[config.mk]
export PLATFORM = sky130hd
export DESIGN_NAME = bus_arbiter
export DESIGN_NICKNAME = d
export VERILOG_FILES = /design/src/rtl/bus_arbiter.sv
export SDC_FILE = /design/constraint.sdc
export NUM_CORES = 1
export LEC_CHECK = 0
export ABC_AREA = 1
export CAP_MARGIN = 40
export CORE_AREA = 2 2 53 92
export CTS_CLUSTER_DIAMETER = 100
export DETAILED_ROUTE_END_ITERATION = 6
export DIE_AREA = 0 0 55 94
export HOLD_SLACK_MARGIN = 0.1
export PLACE_DENSITY = 0.74
export SLEW_MARGIN = 40
export SYNTH_ARGS = -nofsm -noshare
export SYNTH_HDL_FRONTEND = slang
export SYNTH_SLANG_ARGS = --single-unit
export TNS_END_PERCENT = 30
[constraint.sdc]
create_clock -name clk -period 1.69 [get_ports clk]
set_input_delay 0.338 -clock clk [delete_from_list [all_inputs] [get_ports clk]]
set_output_delay 0.338 -clock clk [all_outputs]
set_load 0.05 [all_outputs]
[src/rtl/bus_arbiter.sv]
// -----------------------------------------------------------------------------
// bus_arbiter
//
// Round-robin arbiter for one shared DATA_W-bit bus with four requesters.
// It drives the tri-state buffer enables and the registered one-hot grant.
// At most one enable is high in any cycle. Every change of owner passes
// through one dead cycle with all enables low.
//
// Ports
//   clk      in   1              system clock, rising edge
//   rst      in   1              asynchronous active-high reset
//   req      in   N_REQ          level-sensitive request lines
//   data_in  in   N_REQ*DATA_W   requester data, slice i = [i*DATA_W +: DATA_W]
//   gnt      out  N_REQ          registered one-hot grant
//   bus_oe   out  N_REQ          buffer enables, identical to gnt
//   bus_out  out  DATA_W         owner's data slice while granted, else 0
//   gnt_id   out  2              index of the current or most recent owner
//   busy     out  1              high in GRANT and TURN
//   timeout  out  1              one-cycle pulse on a forced release
//
// Optional feature
//   ARB_TIMEOUT_EN : builds an 8-bit hold counter. An owner that keeps its
//                    request high is released after MAX_HOLD GRANT cycles.
//                    Without this macro, grants are unbounded and timeout is 0.
//
// state | meaning
// ------+----------------------------------------------------------
// IDLE  | no owner; arbitrate every cycle
// GRANT | owner drives the bus until it drops req (or hold expires)
// TURN  | one dead cycle, all enables low; arbitrate using new ptr
// -----------------------------------------------------------------------------
module bus_arbiter #(
   parameter int N_REQ    = 4,
   parameter int DATA_W   = 16,
   parameter int MAX_HOLD = 15
) (
   input  logic                      clk,
   input  logic                      rst,
   input  logic [N_REQ-1:0]          req,
   input  logic [N_REQ*DATA_W-1:0]   data_in,
   output logic [N_REQ-1:0]          gnt,
   output logic [N_REQ-1:0]          bus_oe,
   output logic [DATA_W-1:0]         bus_out,
   output logic [1:0]                gnt_id,
   output logic                      busy,
   output logic                      timeout
);

   typedef enum logic [1:0] {
      IDLE  = 2'd0,
      GRANT = 2'd1,
      TURN  = 2'd2
   } state_t;

   // The 2-bit pointer and gnt_id only work for exactly four requesters.
   if (N_REQ != 4) begin : g_bad_nreq
      $error("bus_arbiter: N_REQ must be 4");
   end
   if (MAX_HOLD < 1 || MAX_HOLD > 255) begin : g_bad_hold
      $error("bus_arbiter: MAX_HOLD must be in 1..255");
   end

   state_t       state, state_n;
   logic [3:0]   gnt_q, gnt_n;
   logic [1:0]   owner, owner_n;
   logic [1:0]   ptr, ptr_n;
   logic [1:0]   win;
   logic         any_req;

`ifdef ARB_TIMEOUT_EN
   localparam logic [7:0] HOLD_LAST = 8'(MAX_HOLD - 1);
   logic [7:0]   hold, hold_n;
   logic         timeout_q, timeout_n;
`endif

   // First set request bit in the order ptr, ptr+1, ... (mod 4). Scanning
   // from the far end down lets the nearest candidate overwrite the result.
   function automatic logic [1:0] pick(input logic [3:0] r, input logic [1:0] p);
      logic [1:0] idx;
      pick = p;
      for (int k = 3; k >= 0; k--) begin
         idx = p + 2'(k);
         if (r[idx]) pick = idx;
      end
   endfunction

   assign any_req = |req;
   assign win     = pick(req, ptr);

   always_ff @(posedge clk or posedge rst) begin
      if (rst) begin
         state <= IDLE;
         gnt_q <= '0;
         owner <= '0;
         ptr   <= '0;
`ifdef ARB_TIMEOUT_EN
         hold      <= '0;
         timeout_q <= 1'b0;
`endif
      end else begin
         state <= state_n;
         gnt_q <= gnt_n;
         owner <= owner_n;
         ptr   <= ptr_n;
`ifdef ARB_TIMEOUT_EN
         hold      <= hold_n;
         timeout_q <= timeout_n;
`endif
      end
   end

   always_comb begin
      state_n = state;
      gnt_n   = gnt_q;
      owner_n = owner;
      ptr_n   = ptr;
`ifdef ARB_TIMEOUT_EN
      hold_n    = hold;
      timeout_n = 1'b0;
`endif
      case (state)
         IDLE, TURN: begin
            if (any_req) begin
               state_n = GRANT;
               owner_n = win;
               gnt_n   = 4'b0001 << win;
`ifdef ARB_TIMEOUT_EN
               hold_n  = '0;
`endif
            end else begin
               state_n = IDLE;
               gnt_n   = '0;
            end
         end
         GRANT: begin
            if (!req[owner]) begin
               state_n = TURN;
               gnt_n   = '0;
               ptr_n   = owner + 2'd1;
            end
`ifdef ARB_TIMEOUT_EN
            // hold counts completed GRANT cycles minus one, so reaching
            // HOLD_LAST means this edge ends the MAX_HOLD-th cycle.
            else if (hold == HOLD_LAST) begin
               state_n   = TURN;
               gnt_n     = '0;
               ptr_n     = owner + 2'd1;
               timeout_n = 1'b1;
            end else begin
               hold_n = hold + 8'd1;
            end
`endif
         end
         default: begin
            state_n = IDLE;
            gnt_n   = '0;
         end
      endcase
   end

   always_comb begin
      bus_out = '0;
      if (state == GRANT) begin
         for (int i = 0; i < N_REQ; i++) begin
            if (owner == 2'(i)) bus_out = data_in[i*DATA_W +: DATA_W];
         end
      end
   end

   assign gnt    = gnt_q;
   assign bus_oe = gnt_q;
   assign gnt_id = owner;
   assign busy   = (state != IDLE);

`ifdef ARB_TIMEOUT_EN
   assign timeout = timeout_q;
`else
   assign timeout = 1'b0;
`endif

endmodule

==> out/qor.txt, run 1 <==
Crit share post-route: 1.32
DR vias/cell: 5.16
Ratio of cells with drive above 1 in the final layout: 0.424
Multi-input gate area: 0.00121 mm2
Core box area: 0.00440 mm2
Crit Path Class: flip-flop to output pin
First-pass GRT wire length: 8850 um
Worst Setup Start Kind: flip-flop
FF+latch count, synth: 10
GR Util All Layers: 0.230
Max rail drop VDD: 1600 uV
Via count: 1966
Unrepaired setup endpoints after global routing: true
Area growth syn-to-layout: 133%
FF+latch area: 256 um2
Worst skew pair latency: 240 ps
Drc violations: 0
Critical Path Sink Type: output pin
DRT Pass-1 Iters: 4
Clk root buf: clkbuf_8
NumNets Final: 405
Final hold violation count: 0
Largest net degree at the start of global routing: 33
Hpwl dp: 4560 um
Fill count: 320
Final min period: 2230 ps
Final Worst Setup Slack: -543 ps
Cells along the critical path: inv_4 > ha_4 > buf_8 > a21oi_4 > o31ai_2 > o21ai_2 > nor2_4 > buf_12
Leak pwr: 1.30 nW
Die height: 94 um
Largest area contributor in the netlist: dfrtp_1
IO buf count: 96
Slowest CP cell: dfrtp_4
Gr ovfl total: 0
Hold slack final: 367 ps
Power Density: 2330 mW/mm2
N_diodes: 0
Starting Density: 0.300
CTS buffer count: 3
Compound-Gate Fraction of Synth Area: 0.303
TritonCTS clock tree: yes
Vias in the first global route: 1929
Failing checks: setup timing
Post-synthesis mux area share: 0
Area share of the largest cell type after synthesis: 0.189
Sequential fraction of design power: 0.069
Starting DRT DRC Count: 37
Buf/Inv on CP: 3
Max Freq: 0.448 GHz
Crit path largest cell delay: 510 ps
Yosys cell types: 24
Cell family with most CP delay: flip-flops
Count of pins over their slew limit: 0
Syn Area/Cell: 5.96 um2
CP Max Fanout: 8
Post-DRT Antenna Nets: 0
Drt total wl: 6220 um
Status: finished, violations left
# setup viols final: 16
WL/cell: 16.3 um
Clock Path Buffers: 2
Seq/Total Area, Yosys: 0.189
Post-Synth Simple-Gate Area: 0.332
Logic gate share of total power: 0.888
Die ar.: 0.00517 mm2
Top cells by area, synth: dfrtp_1 (19%), a21oi_1 (12%), nor2_1 (11%), nand2_1 (9.9%), o31ai_1 (9.1%)
Largest family of logic cells by synthesized area: simple AND/OR/NAND/NOR gates
Post-synth net total: 296
Initial antenna violation count: 0
R2R setup slack: 110 ps
Synth Instances: 222
Clock sink count: 10
Row count: 32
Global placement routability congestion: 0.815
Switching pwr: 3.85 mW
Cell Int Power: 3.32 mW
Clock share of power: 0.043
Yosys warns: 0
Clock Skew: 1.31 ps
Synth Area in XOR/XNOR: 0
Required time of the critical path: 1350 ps
Area of the mapped netlist: 0.00132 mm2
Sw frac: 0.537
Clk pin slew, worst setup/hold paths: 50 ps
Max Cap Viol: 0
Hold Path Class: input pin to asynchronous set/reset pin
Critical path arrival: 1890 ps
Adder-Cell Fraction of Synth Area: 0.0378
Fin Setup TNS: -7780 ps
Die X: 55 um
I/O pin cnt: 98
CTS H-tree depth: 1
[cell usage after synthesis]
library cell,count
a21oi_1,33
o21ai_0,17
nand2_2,15
o31ai_1,16
or2_2,1
inv_8,1
o21ai_1,6
ha_1,4
buf_6,1
clkbuf_1,6
buf_2,4
dfrtp_1,10
conb_1,1
buf_4,6
inv_2,4
nand3_2,1
clkbuf_2,1
nand4_1,3
nor2_1,37
nor4_1,1
inv_1,13
and2_4,1
nand2_1,35
nand3_1,5
[cells by family (layout without fill, tap and decap cells)]
group / after synthesis / after routing
AND/OR/NAND/NOR: 99 / 99
AO/OA/AOI/OAI: 72 / 72
buffers and inverters: 36 / 144
flip-flops: 10 / 10
adder cells (fa/ha/maj): 4 / 4
other: 1 / 1
[cell usage in the layout (no fill, tap or decap)]
master / n
o21ai_1: 7
o31ai_4: 2
clkinv_8: 2
inv_2: 4
dfrtp_2: 2
o31ai_1: 5
clkdlybuf4s50_1: 67
buf_4: 28
a21oi_1: 24
o21ai_0: 6
a21oi_4: 1
a21oi_2: 8
nor2_4: 17
inv_8: 1
nor2_1: 15
inv_4: 2
buf_12: 23
clkbuf_8: 4
ha_1: 2
inv_1: 10
nand4_1: 3
buf_8: 1
nand2_1: 35
nand3_2: 1
ha_4: 2
nand3_1: 5
and2_4: 1
conb_1: 1
dlymetal6s2s_1: 2
or2_2: 1
dfrtp_1: 7
dfrtp_4: 1
nand2_2: 15
nor4_1: 1
o31ai_2: 9
o21ai_2: 10
nor2_2: 5
[per-layer routing]
metal / wire (um) / GRT usage / vias up
li1: - / - / 957
met1: 2260 / 0.243 / 887
met2: 3080 / 0.408 / 103
met3: 691 / 0.0510 / 19
met4: 188 / 0.108 / 0
met5: 0 / 0 / -
[through the flow]
step                      power (mW)  std cells  setup slack [ps]  instance area (um2)  utilization
final                           7.17        381              -543                 3080        0.698
after global routing            7.59        381              -578                 3080        0.698
after CTS                       6.63        379              -510                 2860        0.650
after detailed placement        6.01        368              -332                 2690        0.612
after global placement          5.94        368              -314                 2690        0.612
after floorplan                 4.02        222              -382                 1510            -
[worst reg2reg max path, stage by stage (launching register included)]
cell	delay [ps]
dfrtp_4	510
buf_4	170
a21oi_1	110
o21ai_0	90
nand2_1	120
nor2_1	70
nor2_1	260
o21ai_0	120
[layout make-up]
type                            count  share of cell area
Inverter                           18              0.0301
Sequential cell                    10              0.0834
Tap cell                           51              0.0207
Timing Repair Buffer              121               0.449
Clock buffer                        4              0.0179
Timing Repair inverter              1             0.00529
Multi-Input combinational cell    176               0.393
[power by group through the flow]
| stage | logic [mW] | clock network (mW) | registers [mW] |
|---|---|---|---|
| global route | 6.76 | 0.311 | 0.518 |
| detailed placement | 5.51 | 0 | 0.497 |
| finish | 6.37 | 0.305 | 0.498 |
| global placement | 5.45 | 0 | 0.488 |
| CTS | 5.83 | 0.305 | 0.495 |
| floorplan | 3.41 | 0 | 0.610 |
[flip-flops by register name, summed over array words and instances (netlist names)]
register,cells
bus_oe,4
gnt_id,2
ptr,2
state,2
[worst paths after layout]
kind | from | end | cells past startpoint
max in group asynchronous | rst | gnt_id[0]$_DFFE_PP0P_ | 2
min | rst | bus_oe[0]$_DFFE_PP0P_ | 2
min reg2reg | bus_oe[0]$_DFFE_PP0P_ | bus_oe[0]$_DFFE_PP0P_ | 2
min in group clk | bus_oe[0]$_DFFE_PP0P_ | bus_oe[0]$_DFFE_PP0P_ | 2
max | gnt_id[0]$_DFFE_PP0P_ | bus_out[8] | 8
max reg2reg | gnt_id[0]$_DFFE_PP0P_ | ptr[0]$_DFFE_PP0P_ | 7
[repair_timing]
item | 4_1_cts | 5_1_grt
setup buffers | 6 | 2
hold buffers | 0 | 0
gates cloned | 1 | 0
setup endpoints to repair | 16 | 20
gates resized for setup | 19 | 45
pin swaps | 19 | 20
(Power assumes the default switching activity.)
==> run 2, diff against run 1 <==
--- a/config.mk
+++ b/config.mk
@@ -7,12 +7,13 @@
 export LEC_CHECK = 0
 export ABC_AREA = 1
 export CAP_MARGIN = 40
-export CORE_AREA = 2 2 53 92
+export CORE_AREA = 2 2 52 91
+export CTS_BUF_LIST = sky130_fd_sc_hd__clkbuf_2
 export CTS_CLUSTER_DIAMETER = 100
 export DETAILED_ROUTE_END_ITERATION = 6
-export DIE_AREA = 0 0 55 94
+export DIE_AREA = 0 0 54 93
 export HOLD_SLACK_MARGIN = 0.1
-export PLACE_DENSITY = 0.74
+export PLACE_DENSITY_LB_ADDON = 0.1
 export SLEW_MARGIN = 40
 export SYNTH_ARGS = -nofsm -noshare
 export SYNTH_HDL_FRONTEND = slang
==> out/qor.txt, run 2 (same netlist as run 1, synthesis figures left out) <==
Placed inst area: 0.00272 mm2
Cell Int Power: 3.09 mW
Switching pwr: 3.66 mW
DR vias/cell: 4.94
Unrepaired setup endpoints after global routing: true
Die X: 54 um
Status: finished, violations left
Largest net degree at the start of global routing: 33
CP startpoint: gnt_id[0]$_DFFE_PP0P_
Sequential fraction of design power: 0.073
Worst skew pair latency: 240 ps
Failing checks: setup timing
Sw frac: 0.543
GR Util All Layers: 0.213
Crit share post-route: 1.29
Capture point of the worst reg-to-reg path: ptr[1]$_DFFE_PP0P_
Die ar.: 0.00502 mm2
TritonCTS clock tree: yes
Vias in the first global route: 1836
NumNets Final: 405
Starting DRT DRC Count: 30
Hold Path Class: input pin to asynchronous set/reset pin
Hold Buf Count CTS: 0
Die height: 93 um
Required time of the critical path: 1350 ps
Max rail drop VDD: 1590 uV
Clock sink count: 10
Most frequent cells in the layout: clkdlybuf4s50_1 (67), nand2_1 (34), a21oi_1 (28)
Gr ovfl total: 0
N_diodes: 0
CTS H-tree depth: 1
Via count: 1883
Drt total wl: 5470 um
CTS buffer count: 3
First-pass GRT wire length: 8300 um
Final min period: 2180 ps
Initial antenna violation count: 0
Critical Path Sink Type: output pin
Drc violations: 0
CP Max Fanout: 8
Clk pin slew, worst setup/hold paths: 100 ps
Core box area: 0.00432 mm2
WL/cell: 14.4 um
FF-to-FF path depth: 7
Logic gate share of total power: 0.907
IO buf count: 96
Power Density: 2280 mW/mm2
Clock Skew: 5.11 ps
Starting Density: 0.306
# setup viols final: 16
Global placement routability congestion: 0.724
Row count: 32
Largest register FFs: 4
I/O pin cnt: 98
Area growth syn-to-layout: 124%
Clock share of power: 0.019
Final Worst Setup Slack: -486 ps
Reg2reg start: gnt_id[0]$_DFFE_PP0P_
Max Cap Viol: 0
Critical path arrival: 1840 ps
Max Freq: 0.459 GHz
Clock Path Buffers: 2
R2R setup slack: 200 ps
Crit Path Class: flip-flop to output pin
Fin area: 0.00296 mm2
Final hold violation count: 0
Post-DRT Antenna Nets: 0
Ratio of cells with drive above 1 in the final layout: 0.373
Hpwl dp: 4010 um
Count of pins over their slew limit: 0
Leak pwr: 1.27 nW
DRT Pass-1 Iters: 4
Hold slack final: 358 ps
Most common cell after layout, fill and taps aside: clkdlybuf4s50_1
Clk root buf: clkbuf_2
Worst Setup Start Kind: flip-flop
run 2: how the worst max path moves through the flow:
stage	to	cells after the start
finish	bus_out[9]	8
global route	bus_out[3]	8
CTS	bus_out[10]	7
detailed placement	bus_out[15]	7
global placement	bus_out[15]	8
floorplan	bus_out[0]	9
run 2: worst max-delay path, stage by stage (launching register included):
cell	delay [ps]
dfrtp_4	530
inv_4	80
ha_4	170
buf_6	140
a21oi_1	70
o31ai_1	200
o21ai_1	140
nor2_4	120
buf_12	140
run 2: area by class of cell:
type | count | area, um2
Inverter | 18 | 85.1
Multi-Input combinational cell | 176 | 1140
Clock inverter | 1 | 3.75
Sequential cell | 10 | 256
Fill cell | 384 | 1360
Tap cell | 51 | 63.8
Timing Repair Buffer | 122 | 1400
Clock buffer | 3 | 15.0
run 2: power groups by stage:
| stage | Clock, mW | Sequential [mW] | Combinational, mW |
|---|---|---|---|
| after floorplan | 0 | 0.610 | 3.41 |
| after global placement | 0 | 0.496 | 5.48 |
| after detailed placement | 0 | 0.502 | 5.53 |
| after CTS | 0.129 | 0.493 | 5.79 |
| after global routing | 0.137 | 0.518 | 6.53 |
| final | 0.130 | 0.495 | 6.12 |
run 2: repair_timing:
item / in CTS / in global routing
gates resized for setup: 17 / 20
pin swaps: 14 / 9
endpoints found under the setup margin: 16 / 23
buffers inserted: 6 / 2
cloned: 0 / 1
run 2: per-stage QoR:
step	util	TNS [ps]	setup WS [ps]	cells	power, mW
floorplan	-	-5950	-382	222	4.02
global placement	0.629	-4300	-305	368	5.98
detailed placement	0.629	-4630	-309	368	6.03
CTS	0.654	-7700	-519	378	6.41
global route	0.685	-8740	-609	381	7.18
finish	0.685	-7250	-486	381	6.75
run 2: routing by layer:
metal | track usage | up-vias | share of wire
met5 | 0 | - | 0
met4 | 0.0313 | 0 | 0.0049
met3 | 0.0240 | 4 | 0.077
met2 | 0.410 | 61 | 0.55
met1 | 0.243 | 862 | 0.37
li1 | - | 956 | -
==> run 3, diff against run 2 <==
--- a/config.mk
+++ b/config.mk
@@ -7,11 +7,10 @@
 export LEC_CHECK = 0
 export ABC_AREA = 1
 export CAP_MARGIN = 40
-export CORE_AREA = 2 2 52 91
-export CTS_BUF_LIST = sky130_fd_sc_hd__clkbuf_2
+export CORE_AREA = 2 2 53 92
 export CTS_CLUSTER_DIAMETER = 100
 export DETAILED_ROUTE_END_ITERATION = 6
-export DIE_AREA = 0 0 54 93
+export DIE_AREA = 0 0 55 94
 export HOLD_SLACK_MARGIN = 0.1
 export PLACE_DENSITY_LB_ADDON = 0.1
 export SLEW_MARGIN = 40
==> constraint.sdc (replaced) <==
create_clock -name clk -period 1.8 [get_ports clk]
set_input_delay 0.36 -clock clk [delete_from_list [all_inputs] [get_ports clk]]
set_output_delay 0.36 -clock clk [all_outputs]
set_load 0.05 [all_outputs]
==> out/qor.txt, run 3 (same netlist as run 1, synthesis figures left out) <==
Core box area: 0.00440 mm2
Gr ovfl total: 0
TritonCTS clock tree: yes
Crit share post-route: 1.24
Row count: 32
Crit Path Class: flip-flop to output pin
Worst skew pair latency: 240 ps
CTS buffer count: 3
Worst Setup Start Kind: flip-flop
Largest net degree at the start of global routing: 17
Post-DRT Antenna Nets: 0
Met3 usage in global routing: 0.0430
Fill count: 329
Slowest CP cell: dfrtp_4
Cell family with most CP delay: buffers and inverters
Inst Count DP: 369
NumNets Final: 407
N_diodes: 0
Most frequent cells in the layout: clkdlybuf4s50_1 (69), nand2_1 (34), buf_4 (25)
Hold slack final: 408 ps
Failing checks: setup timing
Final hold violation count: 0
Leak pwr: 1.35 nW
Final Worst Setup Slack: -426 ps
Final min period: 2230 ps
DR vias/cell: 5.25
Starting Density: 0.300
Worst Setup Slack post-DPL: -166 ps
Drc violations: 0
Clk pin slew, worst setup/hold paths: 50 ps
CP startpoint: gnt_id[0]$_DFFE_PP0P_
CTS H-tree depth: 1
Clock Path Buffers: 2
FF-to-FF path depth: 9
R2R setup slack: 200 ps
Die height: 94 um
I/O pin cnt: 98
Hold Buf Count CTS: 0
Largest register FFs: 4
Max Freq: 0.449 GHz
Clock Skew: 2.84 ps
Initial antenna violation count: 0
M2 GR Usage: 0.415
Max rail drop VDD: 1400 uV
Die ar.: 0.00517 mm2
Unrepaired setup endpoints after global routing: true
Reg2reg start: gnt_id[1]$_DFFE_PP0P_
WL/cell: 17.2 um
Most used cell along the critical path: buf_12
Final core area utilization: 0.754
Status: finished, violations left
# setup viols final: 16
Critical path arrival: 1870 ps
IO buf count: 96
Met1 usage: 0.236
Hpwl dp: 4220 um
Buf/Inv on CP: 4
FF+latch area: 255 um2
DRT Pass-1 Iters: 4
GRT busiest layer: met2
Die X: 55 um
Via count: 2012
Layout Cells excl Fill: 383
Count of pins over their slew limit: 0
Clock sink count: 10
Area growth syn-to-layout: 151%
Ratio of cells with drive above 1 in the final layout: 0.476
Drt total wl: 6580 um
Vias in the first global route: 1831
CP Max Fanout: 8
Multi-input gate area: 0.00139 mm2
Power Density: 2260 mW/mm2
Crit path largest cell delay: 460 ps
Cells along the critical path: inv_4 > buf_6 > ha_4 > buf_12 > o31ai_4 > o21ai_2 > nor2_4 > buf_12
GR Util All Layers: 0.221
Required time of the critical path: 1440 ps
Critical Path Sink Type: output pin
Fin Setup TNS: -6310 ps
Hold Path Class: input pin to asynchronous set/reset pin
Global placement routability congestion: 0.788
First-pass GRT wire length: 8700 um
Max Cap Viol: 0
Starting DRT DRC Count: 32
Capture point of the worst reg-to-reg path: ptr[0]$_DFFE_PP0P_
Most common cell after layout, fill and taps aside: clkdlybuf4s50_1
Clk root buf: clkbuf_8
run 3: changes by cell type in the layout (fill, tap and decap cells not counted), moves of 2 or more:
cell / previous run / this run
a21oi_2: 4 / 21
dlymetal6s2s_1: 2 / 0
clkbuf_2: 3 / 0
buf_4: 27 / 25
o31ai_4: 2 / 14
o31ai_2: 5 / 2
o31ai_1: 9 / 0
clkdlybuf4s50_1: 67 / 69
ha_2: 2 / 0
o21ai_1: 12 / 3
o21ai_2: 5 / 14
a21oi_1: 28 / 11
clkbuf_8: 0 / 4
run 3: layout make-up:
class | count | area share
Timing Repair Buffer | 124 | 0.441
Multi-Input combinational cell | 176 | 0.420
Sequential cell | 10 | 0.0769
Inverter | 18 | 0.0264
Tap cell | 51 | 0.0192
Clock buffer | 4 | 0.0166
run 3: per-layer routing:
metal  share of wire  wire length, um  up-vias
met5               0                0        -
met3           0.073              481       19
met1            0.35             2300      943
met4           0.022              148        0
met2            0.56             3650       86
li1                -                -      964
run 3: what timing repair did:
action	CTS	global route
hold endpoints to repair	0	0
pin swaps	23	20
gates cloned	1	2
setup buffers	4	3
setup endpoints to repair	16	18
gates resized for setup	23	60
run 3: where the power goes:
group	leakage, nW	switching, mW	internal [mW]
clock network	0.0288	0.0890	0.192
registers	0.124	0.143	0.331
logic	1.20	3.74	3.02
run 3: how the worst max path moves through the flow:
stage                  end  depth (start not counted)
2_1_floorplan   bus_out[0]                          9
4_1_cts        bus_out[13]                          8
6_report        bus_out[8]                          8
3_3_place_gp    bus_out[7]                          7
5_1_grt         bus_out[8]                          8
3_5_place_dp   bus_out[14]                          7
run 3: through the flow:
| step | power, mW | area, um2 |
|---|---|---|
| 4_1_cts | 6.39 | 2930 |
| 5_1_grt | 7.92 | 3320 |
| 3_3_place_gp | 5.66 | 2730 |
| 3_5_place_dp | 5.71 | 2730 |
| 2_1_floorplan | 3.78 | 1510 |
| 6_report | 7.51 | 3320 |
run 3: worst reg2reg max path, stage by stage, from the launching register on:
cell,delay [ps]
dfrtp_2,450
buf_4,150
buf_4,120
a21oi_1,90
o21ai_0,90
nand2_1,110
nor2_1,60
nor2_1,270
nand2_1,100
o21ai_0,90
